File: src/rtl/seq_tx_sched.sv
// seq_tx_sched - round-robin frame transmit scheduler for the serial link.
//
// Up to NREQ local requesters share one serial line. Each grant sends one
// 48-bit frame MSB first: HEAD, data0..data3 (payload[31:0], data0 in the
// top byte) and the 8-bit wrap-around sum of the four data bytes. An idle
// gap of GAP cycles follows every frame.
//
// Ports:
//   clk       in   rising-edge clock
//   rst       in   asynchronous active-high reset
//   req       in   [NREQ]    level request per requester, held until ack
//   payload   in   [32*NREQ] requester i at [32i+31:32i]
//   ack       out  [NREQ]    one-cycle pulse when a payload is latched
//   sout      out  serial frame output, idles low
//   sof       out  pulse during the first header bit
//   eof       out  pulse during the last checksum bit
//   busy      out  high whenever a frame or its gap is in progress
//   grant_id  out  [2]       requester being served, held until next grant
module seq_tx_sched #(
  parameter int          NREQ = 4,
  parameter logic [7:0]  HEAD = 8'b1101_0010,
  parameter int          GAP  = 8
) (
  input  logic               clk,
  input  logic               rst,
  input  logic [NREQ-1:0]    req,
  input  logic [32*NREQ-1:0] payload,
  output logic [NREQ-1:0]    ack,
  output logic               sout,
  output logic               sof,
  output logic               eof,
  output logic               busy,
  output logic [1:0]         grant_id
);

  // The bit counter is shared by all states, so it must also cover the gap.
  localparam int CW = ($clog2(GAP) > 6) ? $clog2(GAP) : 6;

  typedef enum logic [2:0] {
    S_IDLE,
    S_HEAD,
    S_DATA,
    S_SUM,
    S_GAP
  } state_t;

  state_t          r_state;
  state_t          w_nextState;
  logic [CW-1:0]   r_bitcnt;
  logic [1:0]      r_ptr;
  logic [47:0]     r_shift;
  logic            r_sout;
  logic [NREQ-1:0] r_ack;
  logic [1:0]      r_grantId;

  logic            w_grantValid;
  logic [1:0]      w_grant;
  logic [31:0]     w_payload;
  logic [7:0]      w_cks;
  logic [47:0]     w_frame;

  // State register.
  always_ff @(posedge clk or posedge rst) begin
    if (rst) begin
      r_state <= S_IDLE;
    end else begin
      r_state <= w_nextState;
    end
  end

  // Next-state logic: each serialising state lasts a fixed number of bits,
  // counted from zero on entry.
  always_comb begin
    w_nextState = r_state;
    case (r_state)
      S_IDLE: if (w_grantValid)                   w_nextState = S_HEAD;
      S_HEAD: if (r_bitcnt == CW'(7))             w_nextState = S_DATA;
      S_DATA: if (r_bitcnt == CW'(31))            w_nextState = S_SUM;
      S_SUM:  if (r_bitcnt == CW'(7))             w_nextState = S_GAP;
      S_GAP:  if (r_bitcnt == CW'(GAP - 1))       w_nextState = S_IDLE;
      default:                                    w_nextState = S_IDLE;
    endcase
  end

  // Rotating-priority arbiter: the first active request at or after the
  // pointer wins. Only consulted while idle.
  always_comb begin
    w_grantValid = 1'b0;
    w_grant      = 2'd0;
    for (int k = 0; k < NREQ; k++) begin
      if (!w_grantValid && req[(int'(r_ptr) + k) % NREQ]) begin
        w_grantValid = 1'b1;
        w_grant      = 2'((int'(r_ptr) + k) % NREQ);
      end
    end
  end

  // Pick the winner's payload lane.
  always_comb begin
    w_payload = 32'd0;
    for (int i = 0; i < NREQ; i++) begin
      if (w_grant == 2'(i)) begin
        w_payload = payload[32*i +: 32];
      end
    end
  end

  // 8-bit sum, carry discarded, matching the receiver's check.
  assign w_cks   = w_payload[31:24] + w_payload[23:16] + w_payload[15:8] + w_payload[7:0];
  assign w_frame = {HEAD, w_payload, w_cks};

  // Datapath. The shift register doubles as the payload holding register,
  // so later payload changes cannot disturb a frame in flight. On the grant
  // edge the first bit goes straight to sout and the register is preloaded
  // one position ahead, so sout is always the registered MSB.
  always_ff @(posedge clk or posedge rst) begin
    if (rst) begin
      r_bitcnt  <= '0;
      r_ptr     <= 2'd0;
      r_shift   <= 48'd0;
      r_sout    <= 1'b0;
      r_ack     <= '0;
      r_grantId <= 2'd0;
    end else begin
      r_ack <= '0;
      if (r_state == S_IDLE || w_nextState != r_state) begin
        r_bitcnt <= '0;
      end else begin
        r_bitcnt <= r_bitcnt + 1'b1;
      end
      case (r_state)
        S_IDLE: begin
          r_sout <= 1'b0;
          if (w_grantValid) begin
            r_shift   <= {w_frame[46:0], 1'b0};
            r_sout    <= w_frame[47];
            r_ack     <= {{(NREQ-1){1'b0}}, 1'b1} << w_grant;
            r_grantId <= w_grant;
            r_ptr     <= (w_grant == 2'(NREQ - 1)) ? 2'd0 : w_grant + 2'd1;
          end
        end
        S_HEAD, S_DATA, S_SUM: begin
          r_sout  <= r_shift[47];
          r_shift <= {r_shift[46:0], 1'b0};
        end
        default: begin
          r_sout  <= 1'b0;
          r_shift <= 48'd0;
        end
      endcase
    end
  end

  assign ack      = r_ack;
  assign sout     = r_sout;
  assign grant_id = r_grantId;
  assign busy     = (r_state != S_IDLE);
  assign sof      = (r_state == S_HEAD) && (r_bitcnt == CW'(0));
  assign eof      = (r_state == S_SUM)  && (r_bitcnt == CW'(7));

endmodule
File: config.mk
export PLATFORM = sky130hd
export DESIGN_NAME = seq_tx_sched
export DESIGN_NICKNAME = d
export VERILOG_FILES = /design/src/rtl/seq_tx_sched.sv
export SDC_FILE = /design/constraint.sdc
export NUM_CORES = 1
export LEC_CHECK = 0
export BUFFER_PORTS_ARGS = -buffer_cell sky130_fd_sc_hd__buf_2
export CORE_ASPECT_RATIO = 1.1
export CORE_MARGIN = 8
export CORE_UTILIZATION = 47
export CTS_CLUSTER_DIAMETER = 30
export DETAILED_ROUTE_END_ITERATION = 16
export PLACE_DENSITY = 0.79
export SYNTH_ARGS = -nofsm -noshare
export SYNTH_HDL_FRONTEND = slang
export SYNTH_SLANG_ARGS = --single-unit
File: constraint.sdc
create_clock -name clk -period 8.9 [get_ports clk]
set_input_delay 0.445 -clock clk [delete_from_list [all_inputs] [get_ports clk]]
set_output_delay 0.445 -clock clk [all_outputs]
set_load 0.01 [all_outputs]
## Yosys cells after proc, flatten, opt, wreduce, memory -nomap -nowiden

Cells that the tools add are included.

- Register bits after elaboration: 66
- Bits in latches: 0
- Memories kept: 0
- RAM bits: 0
- Bits in read-only memories: 0
- Logic and storage cells: 89
- Output and inout port bits: 10

- $lt $le $gt $ge: 4
- Bitwise operators: 3
- Multipliers: 0
- Reduce and logical (&&, ||, !) cells: 18
- Shifts and indexed selects: 1
- Divide/modulo/power cells: 0
- Multiplexer cells: 37
- Equality and inequality tests: 11
- Add/sub/neg operators: 8

Operators with widths:

| kind | number |
|---|---|
| $mux W32 | 4 |
| $pmux W48 S2 | 1 |
| $mux W48 | 1 |
| $add A8 B8 Y8 | 3 |
| $mux W3 | 5 |
| $pmux W3 S5 | 1 |
| $lt A3 B4 Y1 const B | 3 |
| $mux W1 | 12 |
| $mux W2 | 5 |
| $bmux W1 S2 | 4 |
| $mux W4 | 2 |
| $add A6 B1 Y6 const B | 1 |
| $eq A3 B2 Y1 const B | 2 |
| $eq A6 B3 Y1 const B | 1 |
| $eq A6 B5 Y1 const B | 1 |
| $logic_not A6 Y1 | 1 |
| $mux W6 | 1 |
| $reduce_or A2 Y1 | 3 |
| $logic_and A1 B1 Y1 | 5 |
| $add A2 B1 Y2 const B | 2 |
| $add A2 B2 Y2 const B | 2 |
| $eq A2 B2 Y1 const B | 2 |
| $shl A1 B2 Y4 const A | 1 |
| $and A1 B1 Y1 const A | 3 |
| other kinds (14) | 16 |

## Depth between registers and ports, before layout

Gate-level depths: netlist of the first run.

- Depth after elaboration: 24
- Mapped depth: 24
- Gate-level depth less buffers: 22

## Worst setup path after synthesis of the first run

Ideal clock, no wire load.

- Path kind: in2reg
- Start: in req[1]
- End: reg r_shift[8]
- Library setup time: 83 ps
- Setup slack: 3802 ps
- Required time: 8817 ps
- Cell stages on the path: 22
- Data arrival time: 5015 ps
- Path buffers: 5
- Cells stage by stage: nor2_1 -> nand3_1 -> clkbuf_1 -> and2_1 -> ha_1 -> buf_2 -> buf_2 -> buf_2 -> clkbuf_1 -> a21o_1 -> fa_1 -> inv_1 -> fa_1 -> inv_1 -> ha_1 -> fa_1 -> a21o_1 -> a21oi_1 -> o21bai_1 -> a21oi_1 -> xnor3_1 -> o22ai_1

- Word-level cells in the longest chain between the ends: 22
- Elaborated cells on any way between the ends: 39
- Classes of those cells: add/sub: 3; eq/ne: 4; mux: 25; reduce/logical: 7

RTL lines:

| element | line | RTL |
|---|---|---|
| start, declared | 26 | `input logic [NREQ-1:0] req,` |
| $bmux W1 S2 | 91 | `if (!w_grantValid && req[(int'(r_ptr) + k) % NREQ]) begin` |
| $mux W1 (not written as such) | 91 |  |
| $mux W1 | 91 |  |
| $logic_not A1 Y1 | 91 |  |
| $logic_and A1 B1 Y1 | 91 |  |
| $mux W1 | 91 |  |
| $logic_not A1 Y1 | 91 |  |
| $logic_and A1 B1 Y1 | 91 |  |
| (+4 left out) | - |  |
| net w_grant[0] | 57 | `logic [1:0] w_grant;` |
| $logic_not A2 Y1 | 102 | `if (w_grant == 2'(i)) begin` |
| $mux W32 (3 in series) | 102 |  |
| $mux W32 * | 102 |  |
| $add A8 B8 Y8 (2 in series) | 109 | `assign w_cks = w_payload[31:24] + w_payload[23:16] + w_payload[15:8] + w_payload[7:0];` |
| $add A8 B8 Y8 * | 109 |  |
| $mux W48 * | 134 | `if (w_grantValid) begin` |
| $pmux W48 S2 * | 131 | `case (r_state)` |
| end signal, assigned | 135 | `r_shift <= {w_frame[46:0], 1'b0};` |
| end signal, assigned | 144 | `r_shift <= {r_shift[46:0], 1'b0};` |
| end, declared | 51 | `logic [47:0] r_shift;` |

The timed path passes the listed nets; every way through them passes the cells marked *. The select of a mux whose other input is x is not followed.
A chain may end at the register's enable or synchronous reset.

## Final worst setup path of the first run

- Start: reg r_ptr[0]
- End: reg r_shift[8]

- Word-level cells in the longest chain between the ends: 22
- Elaborated cells on any way between the ends: 42
- Classes of those cells: add/sub: 6; eq/ne: 4; mux: 25; reduce/logical: 7

RTL lines:

| element | line | RTL |
|---|---|---|
| start, declared | 50 | `logic [1:0] r_ptr;` |
| start signal, assigned | 139 | `r_ptr <= (w_grant == 2'(NREQ - 1)) ? 2'd0 : w_grant + 2'd1;` |
| $add A2 B1 Y2 / $bmux W1 S2 (equally long branches) | 91, 93 |  |
| $bmux W1 S2 / $mux W1 (equally long branches) | 91 |  |
| $mux W1 (not written as such) | 91 |  |
| $mux W1 (not written as such) / $logic_not A1 Y1 (equally long branches) | 91 |  |
| $logic_and A1 B1 Y1 | 91 |  |
| $mux W1 | 91 |  |
| $logic_not A1 Y1 | 91 |  |
| $logic_and A1 B1 Y1 | 91 |  |
| (+4 left out) | - |  |
| net w_grant[0] | 57 |  |
| $logic_not A2 Y1 | 102 |  |
| $mux W32 (3 in series) | 102 |  |
| $mux W32 * | 102 |  |
| $add A8 B8 Y8 (2 in series) | 109 |  |
| $add A8 B8 Y8 * | 109 |  |
| $mux W48 * | 134 |  |
| $pmux W48 S2 * | 131 |  |

Marks and branches as above.

==> results of run 1 <==
## area by class of cell
cell class | count | area, sq um | share of cell area
multi-input combinational | 461 | 3010 | 0.497
sequential | 65 | 1630 | 0.268
timing repair buffer | 153 | 791 | 0.130
clock buffer | 11 | 253 | 0.0417
tap | 143 | 179 | 0.0295
inverter | 36 | 135 | 0.0223
clock inverter | 5 | 61.3 | 0.0101
## cells in the mapped netlist, types with 2 or more instances
library cell and count:
o22ai_1 6, a31oi_1 3, ha_1 13, nand3b_1 27, and2_1 3, a311oi_2 4
o211ai_1 2, nand2b_1 2, nor2b_1 27, o21a_1 2, mux2i_1 2, xnor3_1 2
xnor2_1 5, buf_6 3, nand2_1 64, dfrtp_1 65, a221oi_1 5, and3_1 4
buf_4 5, clkbuf_2 2, clkbuf_1 24, xor2_1 5, nor3_1 24, a311oi_1 26
fa_1 14, nor2_1 90, a211oi_1 31, nor2_4 2, o31a_1 4, o21ai_0 3
o21bai_1 2, buf_1 2, inv_2 2, nand3_1 10, or3_1 2, buf_2 13
a21o_1 18, inv_1 34, a21oi_1 51
## cell families (layout without fill, tap and decap cells)
kind of cell	after synthesis	in the layout	share of synthesized area
and+or+nand+nor	260	260	0.252
adders and majority gates	27	27	0.0884
muxes	2	2	0.00399
buffers and inverters	85	205	0.0756
DFF	65	65	0.325
xor gates and xnor gates	12	12	0.0265
AOI/OAI and AO/OA	160	160	0.229
## stage by stage
| step | total power [mW] | setup slack [ns] | area [sq um] | util |
|---|---|---|---|---|
| after floorplan | 2.12 | 3.80 | 5010 | - |
| after global placement | 2.49 | 3.20 | 5750 | 0.553 |
| after detailed placement | 2.54 | 3.06 | 5750 | 0.553 |
| after CTS | 2.95 | 3.35 | 6060 | 0.583 |
| after global routing | 3.25 | 2.99 | 6060 | 0.583 |
| final | 2.97 | 3.30 | 6060 | 0.583 |
## power groups by stage
stage               Sequential [mW]  Combinational, mW  Clock (mW)
floorplan                     0.482               1.63           0
global placement              0.505               1.99           0
detailed placement            0.510               2.03           0
CTS                           0.506               2.08       0.369
global route                  0.522               2.34       0.384
finish                        0.509               2.09       0.367
## state kept, by name, indices dropped and copies added (netlist names)
| signal | cells |
|---|---|
| r_shift | 47 |
| sout | 1 |
| ack | 4 |
| r_state | 3 |
| grant_id | 2 |
| r_bitcnt | 6 |
| r_ptr | 2 |
## routing by layer
metal / track usage / vias to the layer above
met1: 0.257 / 2312
met5: 0 / -
li1: - / 2370
met4: 0.0847 / 0
met3: 0.0466 / 42
met2: 0.353 / 222
## cells in the final DEF, fill, tap and decap left out, types with 6 or more instances in the layout
cell,Yosys,routed
clkbuf_16,0,9
nor2b_1,27,27
a211oi_1,31,31
nand2_1,64,64
inv_1,34,33
nor2_1,90,90
a21o_1,18,18
nand3b_1,27,27
fa_1,14,14
a311oi_1,26,26
ha_1,13,12
nand3_1,10,9
buf_4,5,10
a21oi_1,51,51
o22ai_1,6,6
dfrtp_1,65,65
nor3_1,24,24
buf_2,13,143
## worst paths after layout
kind	depth (start not counted)	from	end
max in group asynchronous	3	rst	r_shift[17]
hold reg to reg	2	grant_id[0]	grant_id[0]
min in group clk	2	grant_id[0]	grant_id[0]
setup reg to reg	23	r_ptr[0]	r_shift[8]
hold / removal	3	rst	r_shift[21]
setup / recovery	23	r_ptr[0]	r_shift[8]
## critical path: stages (launching register included)
cell      delay [ns]
dfrtp_1         0.41
nor2b_1         0.08
a21oi_1         0.13
nor2_1          0.05
a221oi_1        0.28
and2_1          0.24
inv_1           0.08
ha_1            0.20
buf_4           0.22
inv_2           0.42
a311oi_1        0.23
a21o_1          0.22
fa_1            0.50
inv_1           0.05
fa_1            0.52
inv_1           0.05
ha_1            0.22
fa_1            0.41
a21o_1          0.21
a21oi_1         0.23
o21bai_1        0.10
a21oi_1         0.20
xnor3_1         0.33
o22ai_1         0.12
==> results by group, run 1 <==
Outcome
  • Outcome: complete, no violations

Drt
  • Number of vias after detailed routing: 4946
  • Wire length on met1: 6.12 mm
  • Wire length per cell: 17.0 microns
  • Detailed-routing iteration count for the pre-antenna-repair pass: 5
  • Via-to-Cell Ratio: 5.66
  • First DRT Iteration DRCs: 194
  • Total wirelength of the detailed-routed design: 14.8 mm
  • Routed wl met3: 973 microns
  • Total DRC errors in the routed layout: 0
  • Met2 layer wire length in the routed design: 7.29 mm
  • Number of nets with antenna violations after detailed routing: 0
  • DR top layer: met4

GRT
  • Total overflow reported by the global router: 0
  • Initial antenna violation count: 0
  • Number of global-route vias before repair: 5063
  • Largest net degree at the start of global routing: 69
  • Wire length of the first global-routing pass: 24.7 mm
  • Total routing resource utilization after global routing: 0.212

Timing
  • Tightest Pin Transition: 0.806 ns
  • Min Tclk post-route: 5.60 ns
  • Maximum clock skew at final layout: 0.00657 ns
  • Final TNS setup: 0 ns
  • Unrepaired setup endpoints after global routing: no
  • Relative slew slack: 0.463
  • Ratio of final minimum period to clock period: 0.629
  • Worst hold slack: 0.341 ns
  • Final setup vio count: 0
  • Upper clock frequency limit: 179 MHz
  • Final Hold Violating Endpoints: 0
  • Final max-slew violation count: 0

Flow run
  • Maximum Capacitance Violations: 0

Die
  • Io pins: 144
  • Total core area: 10400 sq um
  • Die span in x: 114 microns
  • Starting utilization of the core area: 0.482
  • Area of the die: 14200 sq um
  • Number of core rows: 39
  • Vertical die dimension: 124 microns

Clock tree
  • Insertion delay to the later sink of the worst-skew pair: 0.33 ns
  • Worst-path clk slew: 0.06 ns
  • TritonCTS clock tree: yes
  • Max H-tree Level: 3
  • Inserted Clock Buffers: 9
  • Number of sinks handled by clock tree synthesis: 65
  • Total of hold buffers inserted after clock tree synthesis: 0
  • Count of instances resized after the clock tree is built: 0
  • Clk Tree Root Cell: clkbuf_16
  • Maximum count of clock buffers along a single path: 2
  • Post CTS Setup Buffer Count: 0

Synthesis
  • Number of library cell types mapped by synthesis: 47
  • Synthesized area divided by synthesized cell count: 8.20 sq um
  • Most frequently used flop master after synthesis: dfrtp_1
  • Dominant cell type by area after synthesis: dfrtp_1
  • Total of warnings raised by yosys: 0
  • Most area-consuming cells after synthesis: dfrtp_1, nor2_1, fa_1, a21oi_1, nand2_1
  • Register area share after synthesis: 0.325
  • Flops & latches, synth: 65
  • Proportion of netlist area held by the largest area contributor: 0.325
  • Number of synthesized flops with an enable pin: 0
  • Share of synthesized registers carrying an async set or reset: 1.00
  • Number of instances in the synthesized netlist: 611
  • Synthesized cell area: 5010 sq um
  • Number of nets in the synthesized netlist: 772

Place
  • GP Congestion: 0.902
  • Post-DP HPWL: 11.4 mm
  • Port Buffer Count: 143
  • Placed Cells incl. Taps: 858

Worst setup path
  • Kind of start point of the critical path: register
  • Category of the most critical setup path: reg -> reg
  • Data required time at the worst endpoint: 9.14 ns
  • Type of destination of the critical path: register
  • Endpoint arrival time on the critical path: 5.84 ns
  • Critical-path maximum fanout: 32
  • Reg2Reg Setup Slack: 3.30 ns

Final layout
  • Diodes inserted: 0
  • P&R area growth vs syn: 20.9%
  • Non-filler instance count after layout: 874
  • Post-layout net count: 887
  • Share of final-layout standard cells stronger than drive strength 1: 0.253
  • Filler instances: 914

Power
  • Fraction of power consumed by sequential logic: 0.172
  • Internal Power: 1.60 mW
  • Clk network pwr share: 0.124
  • Total power divided by cell area: 490 nW/um^2
  • Net switching component of the power: 1.37 mW
  • Highest ir drop seen on vdd: 383 uV
  • Switching part of the total: 0.461
  • Logic gate share of total power: 0.705
  • P_leak: 2.94 nW

Worst hold path
  • Tightest Hold Check Type: in -> async
No activity file was read; power rests on OpenSTA's default activity.
==> run 2, diff against run 1 <==
- ABC_AREA: unset -> 1
- clock period: 8.9 -> 5.3 ns (I/O delays scaled with it)
==> run 2 against run 1 <==
Effect of this change:
- register-to-register slack worse by 3.2 ns
- clock power is 70% higher
- clock skew grew 0.0011 ns
- worst hold slack got worse by 0.16 ns
- first-iteration DRC count is 150% higher
- sequential share of layout area decreased by 3.0 points
- highest routed layer unchanged
- synthesized cell count increased by 18%
- utilization rose by 5.1 points
==> results by group, run 2 <==
Flow run
  • Maximum Capacitance Violations: 0 (unchanged)

GRT
  • Number of global-route vias before repair: 5028 (was 5063)
  • GR Layer Usage met2: 0.349 (was 0.353)
  • Total overflow reported by the global router: 0 (unchanged)
  • Top Usage Layer GRT: met2 (unchanged)
  • Met3 demand-to-capacity share in global routing: 0.0376 (was 0.0466)
  • Initial antenna violation count: 0 (unchanged)
  • Total routing resource utilization after global routing: 0.208 (was 0.212)
  • Largest net degree at the start of global routing: 66 (was 69)
  • Global routing met1 resource utilization: 0.251 (was 0.257)
  • Wire length of the first global-routing pass: 24.1 mm (was 24.7 mm)

Die
  • Vertical die dimension: 126 microns (was 124 microns)
  • Io pins: 144 (unchanged)
  • Total core area: 10800 sq um (was 10400 sq um)
  • Number of core rows: 40 (was 39)
  • Die span in x: 116 microns (was 114 microns)
  • Starting utilization of the core area: 0.477 (was 0.482)
  • Area of the die: 14500 sq um (was 14200 sq um)

Power
  • Internal Power: 1.31 mW (was 1.60 mW)
  • Highest ir drop seen on vdd: 209 uV (was 383 uV)
  • Overall power: 2.08 mW (was 2.97 mW)
  • Clk network pwr share: 0.300 (was 0.124)
  • P_leak: 3.29 nW (was 2.94 nW)
  • Fraction of power consumed by sequential logic: 0.239 (was 0.172)
  • Switching part of the total: 0.370 (was 0.461)
  • Net switching component of the power: 0.770 mW (was 1.37 mW)
  • Total power divided by cell area: 305 nW/um^2 (was 490 nW/um^2)
  • Logic gate share of total power: 0.461 (was 0.705)

Drt
  • Via-to-Cell Ratio: 5.46 (was 5.66)
  • Detailed-routing iteration count for the pre-antenna-repair pass: 5 (unchanged)
  • Number of nets with antenna violations after detailed routing: 0 (unchanged)
  • Wire length per cell: 17.1 microns (was 17.0 microns)
  • First DRT Iteration DRCs: 478 (was 194)
  • Total DRC errors in the routed layout: 0 (unchanged)
  • Total wirelength of the detailed-routed design: 17.5 mm (was 14.8 mm)
  • Number of vias after detailed routing: 5586 (was 4946)

Worst setup path
  • Cell with the biggest individual delay on the critical path: fa_1 (unchanged)
  • Data required time at the worst endpoint: 5.48 ns (was 9.14 ns)
  • Terminus of the critical flop-to-flop path: r_shift[6] (was r_shift[8])
  • Category of the most critical setup path: reg -> reg (unchanged)
  • Reg2Reg Setup Slack: 0.07 ns (was 3.30 ns)
  • Endpoint arrival time on the critical path: 5.41 ns (was 5.84 ns)
  • Kind of start point of the critical path: register (unchanged)
  • Stage delay of the slowest cell on the critical path: 0.51 ns (was 0.52 ns)
  • Count of cells along the worst register-to-register path: 30 (was 23)
  • Critical-path maximum fanout: 11 (was 32)
  • Type of destination of the critical path: register (unchanged)
  • R2R Path Start: r_ptr[0] (unchanged)

Clock tree
  • TritonCTS clock tree: yes (unchanged)
  • Insertion delay to the later sink of the worst-skew pair: 0.33 ns (about the same)
  • Clk Tree Root Cell: clkbuf_16 (unchanged)
  • Number of sinks handled by clock tree synthesis: 65 (unchanged)
  • Inserted Clock Buffers: 9 (unchanged)
  • Max H-tree Level: 3 (unchanged)
  • Worst-path clk slew: 0.05 ns (was 0.06 ns)
  • Maximum count of clock buffers along a single path: 2 (unchanged)

Timing
  • Upper clock frequency limit: 191 MHz (was 179 MHz)
  • Min Tclk post-route: 5.23 ns (was 5.60 ns)
  • Final setup vio count: 0 (unchanged)
  • Tightest Pin Transition: 0.868 ns (was 0.806 ns)
  • Ratio of final minimum period to clock period: 0.987 (was 0.629)
  • Maximum clock skew at final layout: 0.00769 ns (was 0.00657 ns)
  • Final max-slew violation count: 0 (unchanged)
  • Relative slew slack: 0.420 (was 0.463)
  • Final Hold Violating Endpoints: 0 (unchanged)

Final layout
  • Final non-filler cell area: 6830 sq um (was 6060 sq um)
  • Largest Register: r_shift (unchanged)
  • Share of final-layout standard cells stronger than drive strength 1: 0.337 (was 0.253)
  • Most frequent standard cell in the layout excluding fill and tap cells: nand2_1 (was buf_2)
  • Filler instances: 909 (was 914)
  • Post-layout net count: 1032 (was 887)
  • Commonest cells after routing, fill and taps aside: nand2_1, buf_2, inv_1 (was buf_2, nor2_1, dfrtp_1)
  • Diodes inserted: 0 (unchanged)
  • Number of flip-flops under the largest register name: 47 (unchanged)
  • Sequential cell area in the final layout: 1630 sq um (about the same)
  • Area used by multi-input combinational logic: 3160 sq um (was 3010 sq um)
  • P&R area growth vs syn: 33.0% (was 20.9%)

Synthesis
  • Number of library cell types mapped by synthesis: 41 (was 47)
  • Number of instances in the synthesized netlist: 721 (was 611)
  • Dominant cell type by area after synthesis: dfrtp_1 (unchanged)
  • Commonest cells in the netlist: nand2_1, inv_1, dfrtp_1 (was nor2_1, dfrtp_1, nand2_1)
  • Register area share after synthesis: 0.317 (was 0.325)
  • Number of synthesized flops with an enable pin: 0 (unchanged)
  • Flops & latches, synth: 65 (unchanged)
  • Total of warnings raised by yosys: 0 (unchanged)
  • Dominant cell by count in the synthesized netlist: nand2_1 (was nor2_1)
  • Share of synthesized registers carrying an async set or reset: 1.00 (unchanged)
  • Synthesized cell area: 5130 sq um (was 5010 sq um)
  • Proportion of netlist area held by the largest area contributor: 0.317 (was 0.325)
  • Most frequently used flop master after synthesis: dfrtp_1 (unchanged)
  • Number of nets in the synthesized netlist: 882 (was 772)
  • Synthesized area divided by synthesized cell count: 7.12 sq um (was 8.20 sq um)
  • Most area-consuming cells after synthesis: dfrtp_1, nand2_1, inv_1, fa_1, o21ai_0 (was dfrtp_1, nor2_1, fa_1, a21oi_1, nand2_1)

Place
  • GP Congestion: 0.885 (was 0.902)
  • Port Buffer Count: 143 (unchanged)
  • Post-DP HPWL: 11.3 mm (was 11.4 mm)
  • Area after detailed placement: 6000 sq um (was 5750 sq um)

Worst hold path
  • Tightest Hold Check Type: in -> async (unchanged)

Outcome
  • Outcome: complete, no violations (unchanged)
-- run 2: kinds of logic (layout without fill, tap and decap cells) --
family | count (synthesis) | count (layout) | synth area share
and+or+nand+nor | 302 | 302 | 0.240
AOI/OAI and AO/OA | 182 | 182 | 0.224
buffers and inverters | 137 | 292 | 0.118
DFF | 65 | 65 | 0.317
adders and majority gates | 27 | 27 | 0.0863
xor gates and xnor gates | 8 | 8 | 0.0151
-- run 2: how the worst max path moves through the flow --
stage	start	to	slack (ns)	cells past startpoint
after floorplan	r_ptr[0]	r_shift[8]	0.31	32
after global placement	r_ptr[0]	r_shift[7]	0.17	29
after detailed placement	r_ptr[0]	r_shift[8]	0.08	30
after CTS	r_ptr[0]	r_shift[8]	0.009	30
after global routing	r_ptr[0]	r_shift[6]	-0.14	29
final	r_ptr[0]	r_shift[6]	0.07	30
-- run 2: routing by layer --
metal	up-vias	wire [microns]
met4	0	758
met3	65	1750
met2	329	8380
met5	-	0
li1	2639	-
met1	2553	6570
-- run 2: through the flow --
| stage | setup slack (ns) | instances | hold slack [ns] | utilization | setup TNS (ns) |
|---|---|---|---|---|---|
| floorplan | 0.307 | 721 | 0.452 | - | 0 |
| global placement | 0.169 | 990 | 0.471 | 0.558 | 0 |
| detailed placement | 0.0788 | 990 | 0.477 | 0.558 | 0 |
| CTS | 0.00863 | 1006 | 0.216 | 0.587 | 0 |
| global route | -0.136 | 1023 | 0.264 | 0.634 | -0.288 |
| finish | 0.0700 | 1023 | 0.181 | 0.634 | 0 |
-- run 2: repair_timing --
action / 4_1_cts / 5_1_grt
setup buffers: 0 / 10
hold buffers: 0 / 0
setup endpoints to repair: 0 / 5
gates resized for setup: 0 / 74
-- run 2: final cells by class --
cell class | instances | share of cell area
inverter | 96 | 0.0543
tap | 147 | 0.0269
timing repair buffer | 180 | 0.171
multi-input combinational | 519 | 0.463
sequential | 65 | 0.238
clock inverter | 4 | 0.00733
clock buffer | 12 | 0.0390
-- run 2: power by group through the flow --
stage	Combinational [mW]	Clock, mW	Sequential [mW]
2_1_floorplan	0.480	0	0.505
5_1_grt	1.05	0.653	0.496
6_report	0.960	0.624	0.497
3_5_place_dp	0.690	0	0.505
3_3_place_gp	0.685	0	0.505
4_1_cts	0.713	0.628	0.497
-- run 2: critical path: cells and delay by family (launching register included) --
kind	cells	cell delay (ns)
AOI/OAI and AO/OA	6	0.56
DFF	1	0.42
buffers and inverters	9	0.90
adders and majority gates	5	1.82
xor gates and xnor gates	3	0.56
and+or+nand+nor	7	0.81
==> run 3, diff against run 2 <==
- CORE_ASPECT_RATIO: 1.1 -> 1.2
- CORE_UTILIZATION: 47 -> 46
- PLACE_DENSITY: 0.79 -> 0.78
- SKIP_CTS_REPAIR_TIMING: unset -> 1
==> run 3 against run 2 <==
Effect of this change:
- die area rose by 2.0%
- clock skew rose by 0.0015 ns
- worst setup slack improved by 0.18 ns
- sequential share of layout area rose by 0.81 points
- sequential power barely moved
- clock power fell by 3%
- fmax rose by 3.6%
- global-route usage rose by 0.27 points
==> results by group, run 3 (synthesis results as in run 2) <==
Outcome
  • Outcome: complete, no violations (unchanged)

Drt
  • Total DRC errors in the routed layout: 0 (unchanged)
  • Number of vias after detailed routing: 5396 (was 5586)
  • Number of nets with antenna violations after detailed routing: 0 (unchanged)
  • First DRT Iteration DRCs: 538 (was 478)
  • Via-to-Cell Ratio: 5.38 (was 5.46)
  • Detailed-routing iteration count for the pre-antenna-repair pass: 5 (unchanged)
  • Wire length per cell: 16.3 microns (was 17.1 microns)
  • Total wirelength of the detailed-routed design: 16.3 mm (was 17.5 mm)

Power
  • Total power divided by cell area: 295 nW/um^2 (was 305 nW/um^2)
  • Highest ir drop seen on vdd: 192 uV (was 209 uV)
  • Overall power: 1.95 mW (was 2.08 mW)
  • P_leak: 3.21 nW (was 3.29 nW)

Timing
  • Relative slew slack: 0.274 (was 0.420)
  • Min Tclk post-route: 5.05 ns (was 5.23 ns)
  • Unrepaired setup endpoints after global routing: yes
  • Ratio of final minimum period to clock period: 0.953 (was 0.987)
  • Final TNS setup: 0 ns (unchanged)
  • Final setup vio count: 0 (unchanged)
  • Maximum clock skew at final layout: 0.00921 ns (was 0.00769 ns)
  • Upper clock frequency limit: 198 MHz (was 191 MHz)
  • Final max-slew violation count: 0 (unchanged)
  • Final Hold Violating Endpoints: 0 (unchanged)
  • Tightest Pin Transition: 1.09 ns (was 0.868 ns)
  • Worst hold slack: 0.174 ns (was 0.181 ns)

Die
  • Area of the die: 14800 sq um (was 14500 sq um)
  • Io pins: 144 (unchanged)
  • Vertical die dimension: 132 microns (was 126 microns)
  • Total core area: 10900 sq um (was 10800 sq um)
  • Die span in x: 112 microns (was 116 microns)
  • Starting utilization of the core area: 0.469 (was 0.477)
  • Number of core rows: 42 (was 40)

Final layout
  • Commonest cells after routing, fill and taps aside: nand2_1, buf_2, inv_1 (unchanged)
  • P&R area growth vs syn: 28.7% (was 33.0%)
  • Number of flip-flops under the largest register name: 47 (unchanged)
  • Most frequent standard cell in the layout excluding fill and tap cells: nand2_1 (unchanged)
  • Post-layout net count: 1027 (was 1032)
  • Largest Register: r_shift (unchanged)
  • Share of final-layout standard cells stronger than drive strength 1: 0.318 (was 0.337)
  • Diodes inserted: 0 (unchanged)

Worst setup path
  • Type of destination of the critical path: register (unchanged)
  • Category of the most critical setup path: reg -> reg (unchanged)
  • Stage delay of the slowest cell on the critical path: 0.54 ns (was 0.51 ns)
  • Endpoint arrival time on the critical path: 5.27 ns (was 5.41 ns)
  • Dominant cell type by count on the critical path: nand2_1
  • Data required time at the worst endpoint: 5.52 ns (was 5.48 ns)
  • Kind of start point of the critical path: register (unchanged)
  • Critical-path maximum fanout: 22 (was 11)
  • Cell with the biggest individual delay on the critical path: fa_1 (unchanged)

Clock tree
  • Clk Tree Root Cell: clkbuf_16 (unchanged)
  • Insertion delay to the later sink of the worst-skew pair: 0.34 ns (was 0.33 ns)
  • Inserted Clock Buffers: 9 (unchanged)
  • Number of sinks handled by clock tree synthesis: 65 (unchanged)
  • TritonCTS clock tree: yes (unchanged)
  • Worst-path clk slew: 0.05 ns (about the same)
  • Maximum count of clock buffers along a single path: 2 (unchanged)
  • Max H-tree Level: 3 (unchanged)

GRT
  • Largest net degree at the start of global routing: 66 (unchanged)
  • Number of global-route vias before repair: 5003 (was 5028)
  • Total routing resource utilization after global routing: 0.210 (was 0.208)
  • Initial antenna violation count: 0 (unchanged)
  • Wire length of the first global-routing pass: 25.0 mm (was 24.1 mm)
  • Total overflow reported by the global router: 0 (unchanged)

Place
  • Post-DP HPWL: 12.1 mm (was 11.3 mm)
  • Port Buffer Count: 143 (unchanged)
  • GP Congestion: 0.906 (was 0.885)

Flow run
  • Maximum Capacitance Violations: 0 (unchanged)

Worst hold path
  • Tightest Hold Check Type: in -> async (unchanged)
==> run 3: cell types whose count changed in the layout (fill, tap and decap cells not counted), sizes merged <==
cell,change
buf,-1
clkbuf,-5
inv,+1
==> run 3: layer usage <==
layer / global-route usage / share of wire
met2: 0.347 / 0.47
met4: 0.108 / 0.045
met5: 0 / 0
met3: 0.0495 / 0.087
met1: 0.249 / 0.40
==> run 3: worst paths after layout <==
path                               from          end  slack, ns  cells past startpoint
setup / recovery               r_ptr[0]   r_shift[7]       0.25                     31
setup reg to reg               r_ptr[0]   r_shift[7]       0.25                     31
hold / removal                      rst  r_shift[33]       0.17                      3
hold reg to reg             grant_id[0]  grant_id[0]       0.47                      2
min in group clk           payload[102]  r_shift[15]       0.40                      5
max in group asynchronous           rst     r_ptr[0]       4.51                      3
==> run 3: cell type report <==
class                           instances  area [sq um]
Clock buffer                           11           243
Clock inverter                          5          62.6
Fill cell                             970          4330
Inverter                               96           365
Multi-Input combinational cell        519          3100
Sequential cell                        65          1630
Tap cell                              132           165
Timing Repair Buffer                  175          1040
==> run 3: power by group <==
group / total, mW / leakage (nW) / internal [mW] / switching [mW]
Combinational: 0.845 / 2.17 / 0.365 / 0.480
Sequential: 0.497 / 0.892 / 0.497 / 0
Clock: 0.606 / 0.142 / 0.379 / 0.227
Total: 1.95 / 3.21 / 1.24 / 0.707
==> run 3: worst max-delay path: cells and delay by family, from the launching register on <==
family	cells	cell delay, ns
AOI/OAI and AO/OA	6	0.67
adders and majority gates	4	1.53
buffers and inverters	7	0.73
and+or+nand+nor	11	1.05
DFF	1	0.43
xor gates and xnor gates	3	0.51
==> run 3: stage by stage <==
step                      utilization  setup WS, ns  instances  area, sq um
final                           0.604         0.251       1003         6600
after global routing            0.604       -0.0522       1003         6600
after CTS                       0.576         0.120        996         6300
after detailed placement        0.549         0.134        980         6000
after global placement          0.549         0.239        980         6000
after floorplan                     -         0.307        721         5130
